<file path="src/rtl/param_regfile_sb.sv">
// param_regfile_sb: 2R/1W register file with write-through bypass and a per-register busy scoreboard; ports clk, rst, rd_addr1/2 -> rd_data1/2 + busy1/2, wr_en/wr_addr/wr_data, rsv_en/rsv_addr, busy_any
module param_regfile_sb #(
    parameter int WIDTH    = 16,
    parameter int NUM_REGS = 16,
    parameter int ADDR_W   = 4,
    parameter int ZERO_REG = 1
) (
    input  logic              clk,
    input  logic              rst,
    input  logic [ADDR_W-1:0] rd_addr1,
    input  logic [ADDR_W-1:0] rd_addr2,
    output logic [WIDTH-1:0]  rd_data1,
    output logic [WIDTH-1:0]  rd_data2,
    output logic              busy1,
    output logic              busy2,
    input  logic              wr_en,
    input  logic [ADDR_W-1:0] wr_addr,
    input  logic [WIDTH-1:0]  wr_data,
    input  logic              rsv_en,
    input  logic [ADDR_W-1:0] rsv_addr,
    output logic              busy_any
);
    localparam bit ZR = (ZERO_REG != 0);
    logic [WIDTH-1:0] regs [NUM_REGS];
    logic [NUM_REGS-1:0] busy, busy_nxt;
    logic wr_ok, rsv_ok, hit1, hit2;
    assign wr_ok  = wr_en & ~rst & ~(ZR & (wr_addr == '0));
    assign rsv_ok = rsv_en & ~(ZR & (rsv_addr == '0));
    assign hit1   = wr_ok & (wr_addr == rd_addr1);
    assign hit2   = wr_ok & (wr_addr == rd_addr2);
    always_comb begin
        busy_nxt = busy;
        if (wr_ok) busy_nxt[wr_addr] = 1'b0;
        if (rsv_ok) busy_nxt[rsv_addr] = 1'b1;
    end
    always_ff @(posedge clk or posedge rst) begin
        if (rst) begin
            for (int i = 0; i < NUM_REGS; i++) regs[i] <= '0;
            busy <= '0;
        end else begin
            if (wr_ok) regs[wr_addr] <= wr_data;
            busy <= busy_nxt;
        end
    end
    assign rd_data1 = hit1 ? wr_data : regs[rd_addr1];
    assign rd_data2 = hit2 ? wr_data : regs[rd_addr2];
    assign busy1    = busy[rd_addr1] & ~hit1;
    assign busy2    = busy[rd_addr2] & ~hit2;
    assign busy_any = |busy;
endmodule

</file>
<file path="config.mk">
export PLATFORM = sky130hd
export DESIGN_NAME = param_regfile_sb
export DESIGN_NICKNAME = d
export VERILOG_FILES = /design/src/rtl/param_regfile_sb.sv
export SDC_FILE = /design/constraint.sdc
export NUM_CORES = 1
export LEC_CHECK = 0
export CAP_MARGIN = 20
export CORE_MARGIN = 3
export CORE_UTILIZATION = 55
export CTS_BUF_LIST = sky130_fd_sc_hd__clkbuf_8
export DETAILED_ROUTE_END_ITERATION = 16
export GPL_TIMING_DRIVEN = 0
export PLACE_DENSITY = 0.74
export SYNTH_ARGS = -nofsm -noshare
export SYNTH_HDL_FRONTEND = slang
export SYNTH_SLANG_ARGS = --single-unit
</file>
<file path="constraint.sdc">
create_clock -name clk -period 11.85 [get_ports clk]
set_clock_uncertainty 0.05 [all_clocks]
set_input_delay 2.37 -clock clk [delete_from_list [all_inputs] [get_ports clk]]
set_output_delay 2.37 -clock clk [all_outputs]
set_load 0.02 [all_outputs]
</file>
==> reports/qor.csv, run 1 <==
stage,metric,value,unit
outcome,status,completed,
synthesis,"top cells by area, synth","dfrtp_1 44%, mux2_2 18%, mux4_1 11%",
timing,Fmax achieved,135,MHz
route,Avg WL per Cell,28.6,um
route,Detailed Route WL,42500,um
die,DIE AREA,30300,um^2
timing,Slew HR,42.0,%
clocking,Num Clock Sinks,272,
power,Worst VDD drop,131,uV
timing,Final setup viols,0,
synthesis,Post-Synthesis Net Count,998,
final_layout,Finished Layout Cells,1486,
clocking,Root Driver,clkbuf_8,
final_layout,P&R area growth vs syn,13.7,%
placed_design,Port Buffers,60,
grt,initial antenna violation count,0,
die,chip width,174,um
final_layout,fraction of layout cells with a size suffix above 1,45.0,%
power,leakage power,8.16,nW
synthesis,syn avg cell area,16.2,um^2
synthesis,Synth Flop Type,dfrtp_1,
route,Initial DRC Count,734,
setup_path,kind of critical path,in2out,
clocking,CTS buffer count,48,
clocking,Post-CTS Setup Bufs,0,
synthesis,post-synthesis register bit count,272,
synthesis,Yosys top cell area share,43.8,%
placed_design,Post-DP Area,16700,um^2
final_layout,final instance area,17700,um^2
grt,GRT Overall Usage,28.2,%
synthesis,Yosys Warn Count,0,
setup_path,R2R cell count,1,
grt,largest net degree at the start of global routing,120,
setup_path,r2r setup slk,11.00,ns
synthesis,synth unique cells,44,
clocking,CTS tree,built,
clocking,Max H-tree Level,2,
timing,RSZ-0062 raised after global routing,false,
route,DRC,0,
die,FP Rows,60,
setup_path,CP required,9.43,ns
synthesis,Netlist Area Pre-Place,15600,um^2
placed_design,placed insts,1396,
synthesis,cell count after synthesis,962,
timing,Least-Margin Pin Slew,0.870,ns
synthesis,Yosys top cell by area,dfrtp_1,
final_layout,most frequent cells in the layout,"272 x dfrtp_1, 243 x mux2_2, 98 x mux2i_1",
grt,first-pass GRT wire length,63700,um
clocking,Post-CTS Hold Buffers,0,
route,vias per inst,6.43,
setup_path,critical path arrival,4.97,ns
die,Core Region,27400,um^2
timing,fin crit period,7.39,ns
min_path,WHS Path Cells,1,
timing,PnR worst setup slack,4.46,ns
setup_path,Critical Path End Type,output port,
route,first drt pass iteration count,5,
power,Final Power,0.00282,W
synthesis,"Seq/Total Area, Yosys",43.8,%
route,via count,9559,
placed_design,"worst slack, placed",4.48,ns
route,ANT nets after route,0,
timing,Fin. Hold Viols,0,
final_layout,"most common cell after layout, fill and taps aside",dfrtp_1,
setup_path,CP Max Fanout,10,
grt,vias in the first global route,10100,
placed_design,GPL Wtd Cong,0.893,
flow_run,max-cap violations,0,
die,Die Height,174,um
timing,Slew Limit Fails,0,
clocking,CTS Buffer Depth,3,
final_layout,Antenna Cells,0,
die,I/O pins,71,
clocking,Worst-Skew Late Latency,0.57,ns
setup_path,crit path launch type,primary input,
power,power density over cell area,159,nW/um^2
final_layout,Nets,1110,
clocking,post-CTS sizing,0,
placed_design,post-DP HPWL,29500,um
synthesis,Async SR Flop Fraction,100,%
clocking,CTS clock-pin slew for the worst setup and hold paths,0.06,ns
min_path,HP Class,reg2reg,
timing,period utilization,62.4,%
die,initial core utilization,56.8,%
synthesis,"EDFF count, synth",0,
grt,GR Overflow Total,0,
==> state kept, by name, indices dropped and copies added, names as in the netlist <==
register  cells
busy         16
regs        256
==> layer usage <==
layer | global-route usage, % | routed length (um) | up-vias
li1 | - | - | 4021
met1 | 38.0 | 17700 | 5103
met2 | 47.3 | 21300 | 355
met3 | 4.87 | 2350 | 80
met4 | 9.05 | 1170 | 0
met5 | 0 | 0 | -
==> cells in the mapped netlist, types with 3 or more instances <==
cell / number
mux2_1: 9
mux4_2: 71
mux4_1: 65
nor2b_1: 6
xor2_1: 8
o2bb2ai_1: 6
buf_6: 18
buf_2: 31
buf_8: 3
nor3b_4: 4
nand2_1: 5
o22ai_1: 5
nand2_2: 10
dfrtp_1: 272
mux2_4: 20
inv_1: 7
nor4_1: 4
mux2_2: 243
mux2i_1: 98
buf_4: 11
clkbuf_1: 33
==> cell families after synthesis <==
group,count (synthesis),share of synthesized area [%]
simple gates,47,2.56
compound gates,21,1.02
xor+xnor,8,0.451
buf+inv,108,4.46
flops,272,43.8
mux,506,47.7
==> report_power, final <==
| part | internal, W | switching (W) | leakage (nW) |
|---|---|---|---|
| clock network | 0.000483 | 0.000403 | 0.573 |
| logic | 0.000414 | 0.000291 | 4.11 |
| registers | 0.00110 | 0.000125 | 3.47 |
| total | 0.00200 | 0.000819 | 8.16 |
==> critical path: stages <==
cell and delay, ns:
clkdlybuf4s50_1 0.58, clkbuf_4 0.30, buf_4 0.29, mux2i_1 0.11
a221oi_1 0.58, clkdlybuf4s50_1 0.74
==> area by class of cell <==
class	instances	area (um^2)
fillers	2022	9720
multi-input cells	582	8050
flip-flops and latches	272	6810
clock buffers	64	881
plain buffers	101	668
repair buffers	62	656
well taps	372	465
clock inverters	26	118
inverters	7	33.8
==> worst paths after layout <==
check / start / to
min in group asynchronous: rst / regs[27]
hold / removal: regs[250] / regs[250]
setup reg to reg: regs[39] / regs[39]
hold reg to reg: regs[250] / regs[250]
setup / recovery: rd_addr1[1] / busy1
max in group asynchronous: rst / regs[33]
==> per-stage QoR <==
stage	util (%)	TNS, ns	hold slack [ns]
5_1_grt	64.5	0	0.451
6_report	64.5	0	0.431
2_1_floorplan	-	0	0.386
3_5_place_dp	60.9	0	0.414
4_1_cts	64.5	0	0.433
3_3_place_gp	60.7	-472.64	0.408
Power figures use the tool's default switching activity.
==> run 2: changes to the inputs <==
- clock period: 11.85 -> 7.3 ns (I/O delays scaled with it)
==> run 2 against run 1 <==
  * Power up 58%
  * Non-clock buffer count up 5
  * Cell area down 0.16%
  * Critical path depth up 2
  * Worst setup slack worse by 2.8 ns
  * Sequential share of layout area up 0.063 points
  * Clock power up 48%
  * Final cell count down 0.34%
  * Hold slack worse by 0.0065 ns
  * Utilization down 0.10 points
  * Clock-buffer cell count down 7
  * Die area unchanged
  * Critical endpoint is now rd_data2[7]
  * Largest cell class unchanged
  * Highest routed layer unchanged
==> reports/qor.csv, run 2 (synthesized netlist as in run 1, its figures left out) <==
stage,metric,value,unit,change
grt,GRT Overall Usage,28.2,%,-0.047 points
clocking,CTS clock-pin slew for the worst setup and hold paths,0.06,ns,about the same
timing,period utilization,77.8,%,
final_layout,"most common cell after layout, fill and taps aside",dfrtp_1,,
setup_path,"Critical Path, Cell by Cell",buf_6 -> buf_2 -> buf_2 -> mux4_2 -> mux2i_1 -> mux2i_1 -> mux2_4 -> clkdlybuf4s50_1,,
die,DIE AREA,30300,um^2,unchanged
grt,GR Overflow Total,0,,unchanged
final_layout,Nets,1115,,+0.45%
timing,Slew Limit Fails,0,,unchanged
grt,largest net degree at the start of global routing,43,,-64%
setup_path,Critical Path End Type,output port,,
min_path,WHS Path Cells,1,,unchanged
final_layout,fraction of layout cells with a size suffix above 1,44.5,%,-0.52 points
clocking,Post-CTS Hold Buffers,0,,unchanged
final_layout,Largest regs,"regs: 256 flops, busy: 16 flops",,
setup_path,worst stage delay on the critical path,0.54,ns,-0.20 ns
timing,RSZ-0062 raised after global routing,false,,
placed_design,Post-DP Area,16800,um^2,+0.53%
setup_path,R2R cell count,1,,unchanged
timing,Fmax achieved,176,MHz,
clocking,Worst-Skew Late Latency,0.57,ns,about the same
clocking,Max H-tree Level,2,,unchanged
route,via count,9660,,+1.1%
clocking,Root Driver,clkbuf_8,,
route,ANT nets after route,0,,unchanged
setup_path,kind of critical path,in2out,,
power,power density over cell area,252,nW/um^2,+58%
final_layout,most flop-heavy register,regs,,
grt,initial antenna violation count,0,,unchanged
timing,fin crit period,5.68,ns,
timing,Fin. Hold Viols,0,,unchanged
setup_path,CP required,5.79,ns,-3.64 ns
die,Core Region,27400,um^2,unchanged
route,DRC,0,,unchanged
setup_path,"Slowest-stage cell, CP",clkdlybuf4s50_1,,
final_layout,Fillers,2008,,-0.69%
route,vias per inst,6.52,,+1.4%
timing,Final setup viols,0,,unchanged
power,Worst VDD drop,156,uV,+19%
timing,Slew HR,37.4,%,-4.6 points
clocking,post-CTS sizing,0,,unchanged
flow_run,max-cap violations,0,,unchanged
grt,first-pass GRT wire length,63300,um,-0.67%
clocking,CTS buffer count,48,,unchanged
placed_design,post-DP HPWL,29700,um,+0.72%
outcome,status,completed,,
die,chip width,174,um,unchanged
route,Avg WL per Cell,28.5,um,-0.30%
route,Initial DRC Count,713,,-2.9%
clocking,CTS Buffer Depth,3,,unchanged
setup_path,critical path arrival,4.17,ns,-0.80 ns
setup_path,Critical path origin,rd_addr2[2],,
die,I/O pins,71,,unchanged
die,initial core utilization,56.8,%,unchanged
final_layout,Antenna Cells,0,,unchanged
setup_path,r2r setup slk,6.44,ns,-4.56 ns
clocking,CTS tree,built,,
setup_path,crit-path leading delay family,buffers and inverters,,
placed_design,GPL Wtd Cong,0.903,,+1.1%
final_layout,final instance area,17700,um^2,-0.16%
final_layout,max reg flops,256,,unchanged
route,Detailed Route WL,42300,um,-0.63%
clocking,Post-CTS Setup Bufs,0,,unchanged
placed_design,Port Buffers,60,,unchanged
setup_path,reg2reg end,regs[38],,
power,Final Power,0.00445,W,+58%
min_path,HP Start,regs[248],,
die,Die Height,174,um,unchanged
route,first drt pass iteration count,7,,+2
setup_path,RR Startpoint,regs[38],,
min_path,WHS Endpoint,regs[248],,
final_layout,P&R area growth vs syn,13.5,%,
power,leakage power,8.14,nW,-0.20%
setup_path,WP buf/inv,4,,unchanged
final_layout,most frequent cells in the layout,"272 x dfrtp_1, 243 x mux2_2, 98 x mux2i_1",,
grt,vias in the first global route,10100,,-0.41%
setup_path,CP Max Fanout,10,,unchanged
setup_path,crit path launch type,primary input,,
min_path,HP Class,reg2reg,,
timing,Least-Margin Pin Slew,0.939,ns,+0.0693 ns
die,FP Rows,60,,unchanged
clocking,Num Clock Sinks,272,,unchanged
-- run 2: cell count changes in the layout (fill, tap and decap cells not counted) --
cell / change
clkbuf_8: -7
buf_12: +6
clkinv_2: -5
inv_1: +3
buf_16: -1
inv_8: -1
-- run 2: routing by layer --
layer / track usage (%) / up-vias / part of all wire [%]
li1: - / 4017 / -
met1: 37.9 / 5139 / 41
met2: 46.2 / 406 / 49
met3: 4.33 / 98 / 5.6
met4: 12.0 / 0 / 4.2
met5: 0 / - / 0
-- run 2: final cells by class --
cell class,count,area (um^2),area share [%]
plain buffers,101,668,3.79
well taps,372,465,2.64
clock buffers,57,785,4.44
repair buffers,67,748,4.24
clock inverters,23,96.3,0.546
inverters,7,30.0,0.170
flip-flops and latches,272,6810,38.6
multi-input cells,582,8050,45.6
-- run 2: stage by stage --
stage                     hold WS (ns)  worst slack, ns  instances  setup TNS, ns  util, %
after CTS                        0.425             1.65       1481              0     64.4
after global routing             0.442             1.62       1481              0     64.4
final                            0.425             1.62       1481              0     64.4
after global placement           0.399         -0.00109       1394       -0.00703     60.7
after floorplan                  0.386             2.19        962              0        -
after detailed placement         0.413             1.66       1401              0     61.2
-- run 2: how the worst max path moves through the flow --
stage | to | slack (ns) | depth (start not counted)
3_5_place_dp | rd_data2[7] | 1.66 | 8
6_report | rd_data2[7] | 1.62 | 8
3_3_place_gp | regs[210] | -0.001 | 2
5_1_grt | rd_data2[7] | 1.62 | 8
4_1_cts | rd_data2[7] | 1.65 | 8
2_1_floorplan | busy[0] | 2.19 | 1
-- run 2: where the power goes --
part,internal [W],switching (W)
clock network,0.000699,0.000615
logic,0.000677,0.000474
registers,0.00179,0.000199
total,0.00317,0.00129
==> run 3: changes to the inputs <==
- PLACE_DENSITY: 0.74 -> 0.76
- clock period: 7.3 -> 4.8 ns (I/O delays scaled with it)
==> run 3 against run 2 <==
  * Global-route usage shrank 0.10 points
  * Clock-buffer cell count grew 7
  * Utilization grew 0.31 points
  * Sequential share of layout area shrank 0.18 points
  * Via count grew 0.40%
  * Critical path depth shrank 2
  * Routed wire length shrank 0.24%
  * Power grew 56%
  * First-iteration DRC count grew 11%
  * Critical endpoint is now busy1
  * Highest routed layer unchanged
==> reports/qor.csv, run 3 (synthesized netlist as in run 1, its figures left out) <==
stage,metric,value,unit,change
grt,GRT Overall Usage,28.1,%,-0.10 points
clocking,CTS Buffer Depth,3,,unchanged
route,ANT nets after route,0,,unchanged
route,Detailed Route WL,42100,um,-0.24%
timing,fin crit period,4.58,ns,
final_layout,FF/Latch Area,6810,um^2,unchanged
power,leakage power,8.18,nW,+0.50%
clocking,Num Clock Sinks,272,,unchanged
final_layout,Multi-input gate area,8050,um^2,unchanged
grt,first-pass GRT wire length,63400,um,+0.16%
clocking,Post-CTS Setup Bufs,0,,unchanged
timing,Least-Margin Pin Slew,0.913,ns,-0.0265 ns
power,Worst VDD drop,232,uV,+48%
die,FP Rows,60,,unchanged
clocking,CTS tree,built,,
setup_path,critical path arrival,3.57,ns,-0.60 ns
final_layout,Finished Layout Cells,1486,,+0.34%
grt,vias in the first global route,10100,,+0.17%
clocking,post-CTS sizing,0,,unchanged
timing,period utilization,95.5,%,
clocking,Post-CTS Hold Buffers,0,,unchanged
placed_design,GPL Wtd Cong,0.902,,about the same
final_layout,Fillers,1997,,-0.55%
timing,RSZ-0062 raised after global routing,false,,
outcome,status,completed,,
die,initial core utilization,56.8,%,unchanged
min_path,HP Class,reg2reg,,
power,power density over cell area,391,nW/um^2,+55%
final_layout,final core occ,64.7,%,+0.31 points
setup_path,Critical Path End Type,output port,,
die,chip width,174,um,unchanged
grt,largest net degree at the start of global routing,43,,unchanged
final_layout,fraction of layout cells with a size suffix above 1,45.2,%,+0.70 points
placed_design,post-DP HPWL,29300,um,-1.3%
grt,initial antenna violation count,0,,unchanged
clocking,CTS clock-pin slew for the worst setup and hold paths,0.05,ns,about the same
placed_design,Port Buffers,60,,unchanged
route,Avg WL per Cell,28.4,um,-0.58%
final_layout,P&R area growth vs syn,14.0,%,
placed_design,"worst slack, placed",0.241,ns,-1.42 ns
final_layout,most frequent cells in the layout,"272 x dfrtp_1, 243 x mux2_2, 98 x mux2i_1",,
clocking,Max H-tree Level,2,,unchanged
placed_design,placed insts,1401,,unchanged
die,DIE AREA,30300,um^2,unchanged
clocking,Root Driver,clkbuf_8,,
final_layout,Antenna Cells,0,,unchanged
route,first drt pass iteration count,5,,-2
flow_run,max-cap violations,0,,unchanged
timing,final setup TNS,0,ns,unchanged
final_layout,Nets,1115,,unchanged
die,Die Height,174,um,unchanged
grt,GR Overflow Total,0,,unchanged
clocking,Worst-Skew Late Latency,0.58,ns,about the same
setup_path,kind of critical path,in2out,,
final_layout,most flop-heavy register,regs,,
power,Final Power,0.00694,W,+56%
timing,Fin. Hold Viols,0,,unchanged
clocking,CTS buffer count,48,,unchanged
route,via count,9699,,+0.40%
setup_path,crit path launch type,primary input,,
setup_path,CP Max Fanout,10,,unchanged
final_layout,"most common cell after layout, fill and taps aside",dfrtp_1,,
timing,PnR worst setup slack,0.217,ns,-1.40 ns
route,vias per inst,6.53,,about the same
timing,Slew HR,39.2,%,+1.8 points
final_layout,Largest regs,"regs: 256 flops, busy: 16 flops",,
final_layout,max reg flops,256,,unchanged
die,I/O pins,71,,unchanged
timing,Fmax achieved,218,MHz,
timing,Slew Limit Fails,0,,unchanged
route,Initial DRC Count,793,,+11%
die,Core Region,27400,um^2,unchanged
timing,Final setup viols,0,,unchanged
route,DRC,0,,unchanged
setup_path,CP required,3.79,ns,-2.00 ns
## run 3: path summary, 6_finish.rpt
| path | start | to | slack, ns | cells past startpoint |
|---|---|---|---|---|
| max | rd_addr1[1] | busy1 | 0.22 | 6 |
| min | regs[245] | regs[245] | 0.43 | 1 |
| max reg2reg | regs[134] | regs[134] | 3.95 | 1 |
| min reg2reg | regs[245] | regs[245] | 0.43 | 1 |
| max in group asynchronous | rst | regs[132] | 2.56 | 5 |
| min in group asynchronous | rst | regs[124] | 1.01 | 2 |
## run 3: power breakdown
| part | total, W | switching, W | internal (W) | leakage [nW] |
|---|---|---|---|---|
| sequential | 0.00302 | 0.000303 | 0.00272 | 3.47 |
| combinational | 0.00175 | 0.000720 | 0.00103 | 4.15 |
| clock | 0.00217 | 0.000985 | 0.00118 | 0.563 |
## run 3: metal layers
layer,wire [um],vias to the layer above,GRT usage [%]
li1,-,4032,-
met1,17500,5162,38.7
met2,20600,417,45.9
met3,2580,88,4.57
met4,1460,0,9.89
met5,0,-,0
## run 3: through the flow
step / hold WS, ns / instance area [um^2]
5_1_grt: 0.450 / 17700
4_1_cts: 0.427 / 17700
6_report: 0.427 / 17700
3_5_place_dp: 0.414 / 16800
2_1_floorplan: 0.386 / 15600
3_3_place_gp: 0.399 / 16600
## run 3: final cells by class
type                       instances  area share [%]
multi-input combinational        582            45.4
buffer                           101            3.77
clock inverter                    21           0.515
tap                              372            2.62
sequential                       272            38.4
clock buffer                      64            4.97
inverter                           7           0.169
timing repair buffer              67            4.18
## run 3: worst max-delay path, stage by stage
cell	delay, ns
clkdlybuf4s50_1	0.59
clkbuf_4	0.31
buf_4	0.30
mux2i_1	0.11
a221oi_1	0.57
clkdlybuf4s50_1	0.73
